<file path="config.mk">
export PLATFORM = sky130hd
export DESIGN_NAME = evt_kernel_read_sequencer
export DESIGN_NICKNAME = d
export VERILOG_FILES = /design/src/rtl/sne_evt_stream_pkg.sv /design/src/rtl/evt_kernel_rd_buffer.sv /design/src/rtl/evt_kernel_read_sequencer.sv
export SDC_FILE = /design/constraint.sdc
export NUM_CORES = 2
export LEC_CHECK = 0
export CORE_AREA = 2 2 453 455
export DETAILED_ROUTE_END_ITERATION = 12
export DIE_AREA = 0 0 455 457
export PLACE_DENSITY = 0.6
export SYNTH_ARGS = -nofsm -noshare
export SYNTH_HDL_FRONTEND = slang
export SYNTH_SLANG_ARGS = --single-unit
</file>
<file path="constraint.sdc">
create_clock -name engine_clk_i -period 3.5 [get_ports engine_clk_i]
set_input_delay 0.7 -clock engine_clk_i [delete_from_list [all_inputs] [get_ports engine_clk_i]]
set_output_delay 0.7 -clock engine_clk_i [all_outputs]
set_load 0.02 [all_outputs]
</file>
<file path="src/rtl/sne_evt_stream_pkg.sv">
// Shared types and constants for the event-driven kernel read path.
package sne_evt_stream_pkg;

  localparam int unsigned MAX_ROWS = 4;
  localparam int unsigned ROW_W    = 2;
  localparam int unsigned ROWS_W   = 3;
  localparam int unsigned CH_W     = 6;
  localparam int unsigned ADDR_W   = 8;

  typedef struct packed {
    logic [ROW_W-1:0] row;
    logic             last;
  } kernel_rd_tag_t;

  typedef enum logic {
    IDLE  = 1'b0,
    ISSUE = 1'b1
  } krd_state_t;

  // Zero rows means one row; anything above the configured bound is clamped.
  function automatic logic [ROWS_W-1:0] clamp_rows(input logic [ROWS_W-1:0] rows,
                                                   input int unsigned max_rows);
    if (rows == '0) return ROWS_W'(1);
    if (32'(rows) > max_rows) return ROWS_W'(max_rows);
    return rows;
  endfunction

endpackage

</file>
<file path="src/rtl/evt_kernel_rd_buffer.sv">
// FIFO holding kernel rows returned by memory, each tagged with its row index and last flag.
module evt_kernel_rd_buffer
  import sne_evt_stream_pkg::*;
#(
  parameter int unsigned DEPTH = 3,
  parameter int unsigned DW    = 576,
  localparam int unsigned OCC_W = $clog2(DEPTH + 1)
) (
  input  logic             clk,
  input  logic             rst_n,
  input  logic             flush,
  input  logic             push,
  input  logic [DW-1:0]    push_data,
  input  kernel_rd_tag_t   push_tag,
  input  logic             pop,
  output logic [OCC_W-1:0] occ,
  output logic             valid,
  output logic [DW-1:0]    data,
  output kernel_rd_tag_t   tag
);

  localparam int unsigned PTR_W = $clog2(DEPTH);

  logic [DW-1:0]    data_q [DEPTH];
  kernel_rd_tag_t   tag_q  [DEPTH];
  logic [PTR_W-1:0] wr_q, rd_q;
  logic [OCC_W-1:0] occ_q;
  logic             do_pop;

  function automatic logic [PTR_W-1:0] next_ptr(input logic [PTR_W-1:0] p);
    return (p == PTR_W'(DEPTH - 1)) ? '0 : p + PTR_W'(1);
  endfunction

  assign do_pop = pop & (occ_q != '0);

  always_ff @(posedge clk or negedge rst_n) begin
    if (!rst_n) begin
      for (int i = 0; i < DEPTH; i++) begin
        data_q[i] <= '0;
        tag_q[i]  <= '0;
      end
      wr_q  <= '0;
      rd_q  <= '0;
      occ_q <= '0;
    end else if (flush) begin
      wr_q  <= '0;
      rd_q  <= '0;
      occ_q <= '0;
    end else begin
      if (push) begin
        data_q[wr_q] <= push_data;
        tag_q[wr_q]  <= push_tag;
        wr_q         <= next_ptr(wr_q);
      end
      if (do_pop) rd_q <= next_ptr(rd_q);
      case ({push, do_pop})
        2'b10:   occ_q <= occ_q + OCC_W'(1);
        2'b01:   occ_q <= occ_q - OCC_W'(1);
        default: occ_q <= occ_q;
      endcase
    end
  end

  assign occ   = occ_q;
  assign valid = (occ_q != '0);
  assign data  = data_q[rd_q];
  assign tag   = tag_q[rd_q];

  // The sequencer only issues a read when a slot is reserved, so a full push is a bug upstream.
  assert property (@(posedge clk) disable iff (!rst_n) !(push && !flush && occ_q == OCC_W'(DEPTH)))
    else $error("evt_kernel_rd_buffer: push into full buffer");

endmodule

</file>
<file path="src/rtl/evt_kernel_read_sequencer.sv">
// Turns accepted spike events into per-row kernel memory reads and streams the rows out in order.
module evt_kernel_read_sequencer
  import sne_evt_stream_pkg::kernel_rd_tag_t, sne_evt_stream_pkg::krd_state_t,
         sne_evt_stream_pkg::IDLE, sne_evt_stream_pkg::ISSUE, sne_evt_stream_pkg::clamp_rows,
         sne_evt_stream_pkg::CH_W, sne_evt_stream_pkg::ROWS_W, sne_evt_stream_pkg::ROW_W,
         sne_evt_stream_pkg::ADDR_W;
#(
  parameter int unsigned DP_GROUP  = 16,
  parameter int unsigned BUF_DEPTH = 3,
  parameter int unsigned MAX_ROWS  = sne_evt_stream_pkg::MAX_ROWS
) (
  input  logic                  engine_clk_i,
  input  logic                  engine_rst_ni,
  input  logic                  flush_i,
  input  logic [ROWS_W-1:0]     rows_i,
  input  logic                  evt_valid_i,
  output logic                  evt_ready_o,
  input  logic [CH_W-1:0]       evt_ch_i,
  output logic                  mem_enable_o,
  output logic [ADDR_W-1:0]     mem_addr_o,
  input  logic [36*DP_GROUP-1:0] mem_data_i,
  output logic                  out_valid_o,
  input  logic                  out_ready_i,
  output logic [36*DP_GROUP-1:0] out_data_o,
  output logic [ROW_W-1:0]      out_row_o,
  output logic                  out_last_o
);

  localparam int unsigned OCC_W = $clog2(BUF_DEPTH + 1);

  krd_state_t        state_q, state_d;
  logic [CH_W-1:0]   ch_q, ch_d;
  logic [ROWS_W-1:0] rows_q, rows_d;
  logic [ROW_W-1:0]  r_q, r_d;
  kernel_rd_tag_t    tag_q, tag_d;
  kernel_rd_tag_t    head_tag;
  logic              inflight_q;
  logic [OCC_W-1:0]  occ;
  logic              accept, issue, issue_ok, last_row, pop;

  assign evt_ready_o = (state_q == IDLE) & ~flush_i;
  assign accept      = evt_valid_i & evt_ready_o;
  // Registered counts only: a slot freed by this cycle's pop is not reused until next cycle.
  assign issue_ok    = (32'(occ) + 32'(inflight_q)) < BUF_DEPTH;
  assign last_row    = (ROWS_W'(r_q) + ROWS_W'(1)) >= rows_q;
  assign mem_addr_o  = ADDR_W'(ch_q) * ADDR_W'(rows_q) + ADDR_W'(r_q);
  assign mem_enable_o = issue;

  always_comb begin
    state_d = state_q;
    ch_d    = ch_q;
    rows_d  = rows_q;
    r_d     = r_q;
    tag_d   = tag_q;
    issue   = 1'b0;
    case (state_q)
      IDLE: begin
        if (accept) begin
          ch_d    = evt_ch_i;
          rows_d  = clamp_rows(rows_i, MAX_ROWS);
          r_d     = '0;
          state_d = ISSUE;
        end
      end
      ISSUE: begin
        if (issue_ok) begin
          issue      = 1'b1;
          tag_d.row  = r_q;
          tag_d.last = last_row;
          if (last_row) begin
            r_d     = '0;
            state_d = IDLE;
          end else begin
            r_d = r_q + ROW_W'(1);
          end
        end
      end
      default: state_d = IDLE;
    endcase
    // Abort wins over any accept or issue in the same cycle.
    if (flush_i) begin
      state_d = IDLE;
      r_d     = '0;
      issue   = 1'b0;
    end
  end

  always_ff @(posedge engine_clk_i or negedge engine_rst_ni) begin
    if (!engine_rst_ni) begin
      state_q    <= IDLE;
      ch_q       <= '0;
      rows_q     <= '0;
      r_q        <= '0;
      tag_q      <= '0;
      inflight_q <= 1'b0;
    end else begin
      state_q    <= state_d;
      ch_q       <= ch_d;
      rows_q     <= rows_d;
      r_q        <= r_d;
      tag_q      <= tag_d;
      inflight_q <= issue;
    end
  end

  assign pop = out_valid_o & out_ready_i;

  evt_kernel_rd_buffer #(
    .DEPTH (BUF_DEPTH),
    .DW    (36 * DP_GROUP)
  ) u_buf (
    .clk       (engine_clk_i),
    .rst_n     (engine_rst_ni),
    .flush     (flush_i),
    .push      (inflight_q),
    .push_data (mem_data_i),
    .push_tag  (tag_q),
    .pop       (pop),
    .occ       (occ),
    .valid     (out_valid_o),
    .data      (out_data_o),
    .tag       (head_tag)
  );

  assign out_row_o  = head_tag.row;
  assign out_last_o = head_tag.last;

endmodule

</file>
==> results.txt <==
----------------------------------------------------
[Flow run]
  Max-cap violations ... 0

[Drt]
  Routed wire length ... 256000 microns
  Initial drt markers ... 2866
  Remaining number of nets flagged by the antenna check after routing ... 0
  Detailed-route wire length per cell ... 25.6 microns
  Remaining design rule violation count ... 0
  Total number of vias ... 52000
  Pre-Repair DR Iteration Count ... 5
  Via count normalized by instance count ... 5.19

[STA]
  Maximum operating frequency ... 0.245 GHz
  Tightest Pin Transition ... 0.741 ns
  Setup repair after global routing missed its margin ... yes
  # setup viols final ... 6
  Slew Limit Headroom ... 50.6%
  Final-report max-slew violation count ... 0
  Share of the clock period used by the worst path ... 117%
  Time the worst path needs with I/O delays and setup ... 4.08 ns
  Clock skew ... 0.0432 ns
  Post-route worst setup slack ... -0.580 ns
  Setup TNS ... -2.50 ns
  Count of final hold-check violations ... 0

[Synthesis]
  Post-Syn Area per Cell ... 13.5 sq um
  Ys Warns ... 0
  Count of flip-flops with a built-in enable after synthesis ... 0
  Share of synthesized area occupied by flip-flops and latches ... 56.5%
  Synth async-reset ratio ... 100%
  Number of synthesized register bits ... 1759
  Most used flip-flop cell after synthesis ... dfrtp_1
  Synthesized cell area ... 77900 sq um
  Net count after synthesis ... 6369
  Synth unique cells ... 36
  Post-synthesis cell count ... 5753

[Placement]
  Post-Place Cell Area ... 93700 sq um
  HPWL after detailed placement ... 176000 microns
  Number of placed cells counting well taps ... 9487
  Final Wtd Congestion ... 0.865
  Buffers added on ports ... 1179

[CTS]
  Maximum level of the CTS H-tree ... 4
  Buffer levels on the longest clock path ... 3
  Number of CTS-inserted buffers ... 196
  Number of sinks driven by the clock tree ... 1759
  Clock latency of the later-clocked register in the worst-skew pair ... 0.82 ns
  Master cell of the clock root buffer ... clkbuf_16
  CTS tree ... done
  Clock slew at reported path FFs ... 0.06 ns

[Power]
  Comb power frac ... 26.9%
  Worst supply voltage drop on vdd ... 463 uV
  Part of the power in the clock network ... 32.4%
  Internal Dissipation ... 45000 uW
  Static leakage ... 0.0451 uW
  Proportion of total power due to net switching ... 31.7%
  Power per standard cell area ... 651 nW/um^2
  Switching Power ... 20800 uW
  Sequential fraction of design power ... 40.6%

[Floorplan]
  DIE AREA ... 208000 sq um
  Horiz. Die Dim ... 455 microns
  Die Y-Extent ... 457 microns
  Std-Cell Core Area ... 203000 sq um
  Effective utilization at floorplan ... 38.3%
  Floorplan row count ... 166
  Number of placed I/O pins ... 1180

[Worst setup path]
  Worst-path fanout max ... 5
  Startpoint types ... flop
  Critical register-to-register path endpoint ... u_buf.data_q[839]
  Reg2reg start ... u_buf.wr_q[1]
  Crit path kind ... flop to primary output
  Endpoint required time on the critical path ... 2.80 ns
  Arrival time reported for the critical path endpoint ... 3.38 ns
  Critical Path Sink Type ... primary output
  Number of cells traversed by the worst register-to-register path ... 4
  FF-to-FF setup slack ... 1.41 ns

[Global route]
  First-pass GRT wire length ... 374000 microns
  Global-route usage over all layers ... 24.1%
  Global route total overflow ... 0
  Number of antenna violations at the first check in global routing ... 122
  Vias in the first global route ... 54100
  Maximum number of pins on one net before global-route repair ... 132

[Worst hold path]
  Worst Hold Launch ... u_buf.data_q[108]
  Hold depth ... 1
  Worst hold path endpoint ... u_buf.data_q[108]
  Hold Path Class ... flop to flop

[Cells and area]
  Layout cells sized above 1 ... 31.3%
  Post-route cell area ... 101000 sq um
  Area growth syn-to-layout ... 29.8%
  Net count of the finished layout ... 7708
  Most frequent cells in the layout ... 1756 x dfrtp_1, 946 x mux2_2, 800 x mux2_1
  Final core utilization ... 49.7%
  Commonest non-fill, non-tap cell in the layout ... dfrtp_1
  Final std cells w/o fill ... 10000

[Status]
  Violations in the final reports ... setup timing
  Result of the run ... finished with violations

----------------------------------------------------
cell families (layout without fill, tap and decap cells):
kind of cell,count (synthesis),in the layout,share of synthesized area [%]
AOI/OAI and AO/OA,604,604,3.92
xor gates and xnor gates,8,8,0.0899
adders and majority gates,26,26,0.466
buffers and inverters,394,1895,3.11
DFF,1759,1759,56.5
muxes,2327,2327,32.7
other,0,70,0
and+or+nand+nor,635,635,3.21
power by group through the flow:
stage / Sequential, uW / Combinational, uW / Clock, uW
2_1_floorplan: 26400 / 9550 / 0
3_3_place_gp: 26800 / 18800 / 0
3_5_place_dp: 27000 / 19000 / 0
4_1_cts: 26700 / 17900 / 21800
5_1_grt: 27200 / 18900 / 22700
6_report: 26700 / 17700 / 21300
stage by stage:
step	total power (uW)	worst slack (ns)	hold slack [ns]
floorplan	36000	0.308	0.404
global placement	45600	-0.365	0.466
detailed placement	46100	-0.292	0.475
CTS	66400	-0.626	0.420
global route	68800	-0.720	0.450
finish	65800	-0.580	0.482
worst max path at each step:
stage | end | cells past startpoint | from
2_1_floorplan | mem_addr_o[7] | 9 | rows_q[0]
3_3_place_gp | mem_addr_o[6] | 10 | rows_q[0]
3_5_place_dp | mem_addr_o[6] | 10 | rows_q[0]
4_1_cts | mem_addr_o[7] | 9 | rows_q[2]
5_1_grt | mem_addr_o[6] | 11 | rows_q[0]
6_report | mem_addr_o[6] | 11 | rows_q[0]
cell type report:
cell class,count,area (sq um)
Fill cell,17900,102000
Sequential cell,1759,44000
Multi-Input combinational cell,3600,31900
Timing Repair Buffer,1531,14800
Clock buffer,298,5920
Tap cell,2688,3360
Clock inverter,62,867
Antenna cell,70,175
Inverter,4,15.0
registers in the layout, indices dropped and copies added (netlist names):
name,count
u_buf.wr_q,2
u_buf.tag_q,9
inflight_q,1
u_buf.rd_q,2
rows_q,3
state_q,1
tag_q,3
ch_q,6
r_q,2
u_buf.occ,2
u_buf.data_q,1728
synth_stat cells, types with 2 or more instances:
| master | n | area, sq um |
|---|---|---|
| dfrtp_1 | 1759 | 44000 |
| xnor2_1 | 5 | 43.8 |
| inv_1 | 4 | 15.0 |
| xor2_1 | 3 | 26.3 |
| nand3b_1 | 2 | 15.0 |
| a21oi_1 | 8 | 40.0 |
| buf_4 | 71 | 533 |
| buf_6 | 64 | 721 |
| a21o_1 | 3 | 22.5 |
| ha_1 | 21 | 263 |
| a31oi_1 | 2 | 12.5 |
| buf_2 | 155 | 776 |
| nor2b_1 | 6 | 37.5 |
| mux2_1 | 800 | 9010 |
| nand2b_1 | 3 | 18.8 |
| clkbuf_1 | 100 | 375 |
| fa_1 | 5 | 100 |
| o21ai_0 | 584 | 2920 |
| and2_1 | 17 | 106 |
| mux2_2 | 946 | 10700 |
| mux2i_1 | 581 | 5820 |
| and4bb_1 | 2 | 25.0 |
| a211oi_1 | 2 | 15.0 |
| nor2_1 | 9 | 33.8 |
| nand2_1 | 590 | 2210 |
routing by layer:
layer,up-vias,routed length [microns],part of all wire (%),track usage (%)
li1,23100,-,-,-
met1,27000,105000,41,29.7
met2,1302,121000,47,38.5
met3,511,18000,7.0,7.24
met4,58,11700,4.6,11.2
met5,-,391,0.15,0
timing repair:
| item | in CTS | in global routing |
|---|---|---|
| cloned | 28 | 9 |
| hold buffers | 1 | 0 |
| buffers inserted | 48 | 14 |
| resized for setup | 2703 | 345 |
| pin swaps | 14 | 17 |
| hold endpoints to repair | 61 | 0 |
| endpoints found under the setup margin | 568 | 314 |
worst max-delay path, stage by stage (launching register included):
cell	delay, ns
dfrtp_2	0.43
buf_6	0.13
and2_4	0.15
fa_1	0.59
ha_4	0.22
ha_4	0.27
buf_6	0.11
nand2_4	0.04
o211ai_1	0.19
a21oi_1	0.12
xnor2_1	0.14
buf_2	0.18
Power figures use the tool's default switching activity.
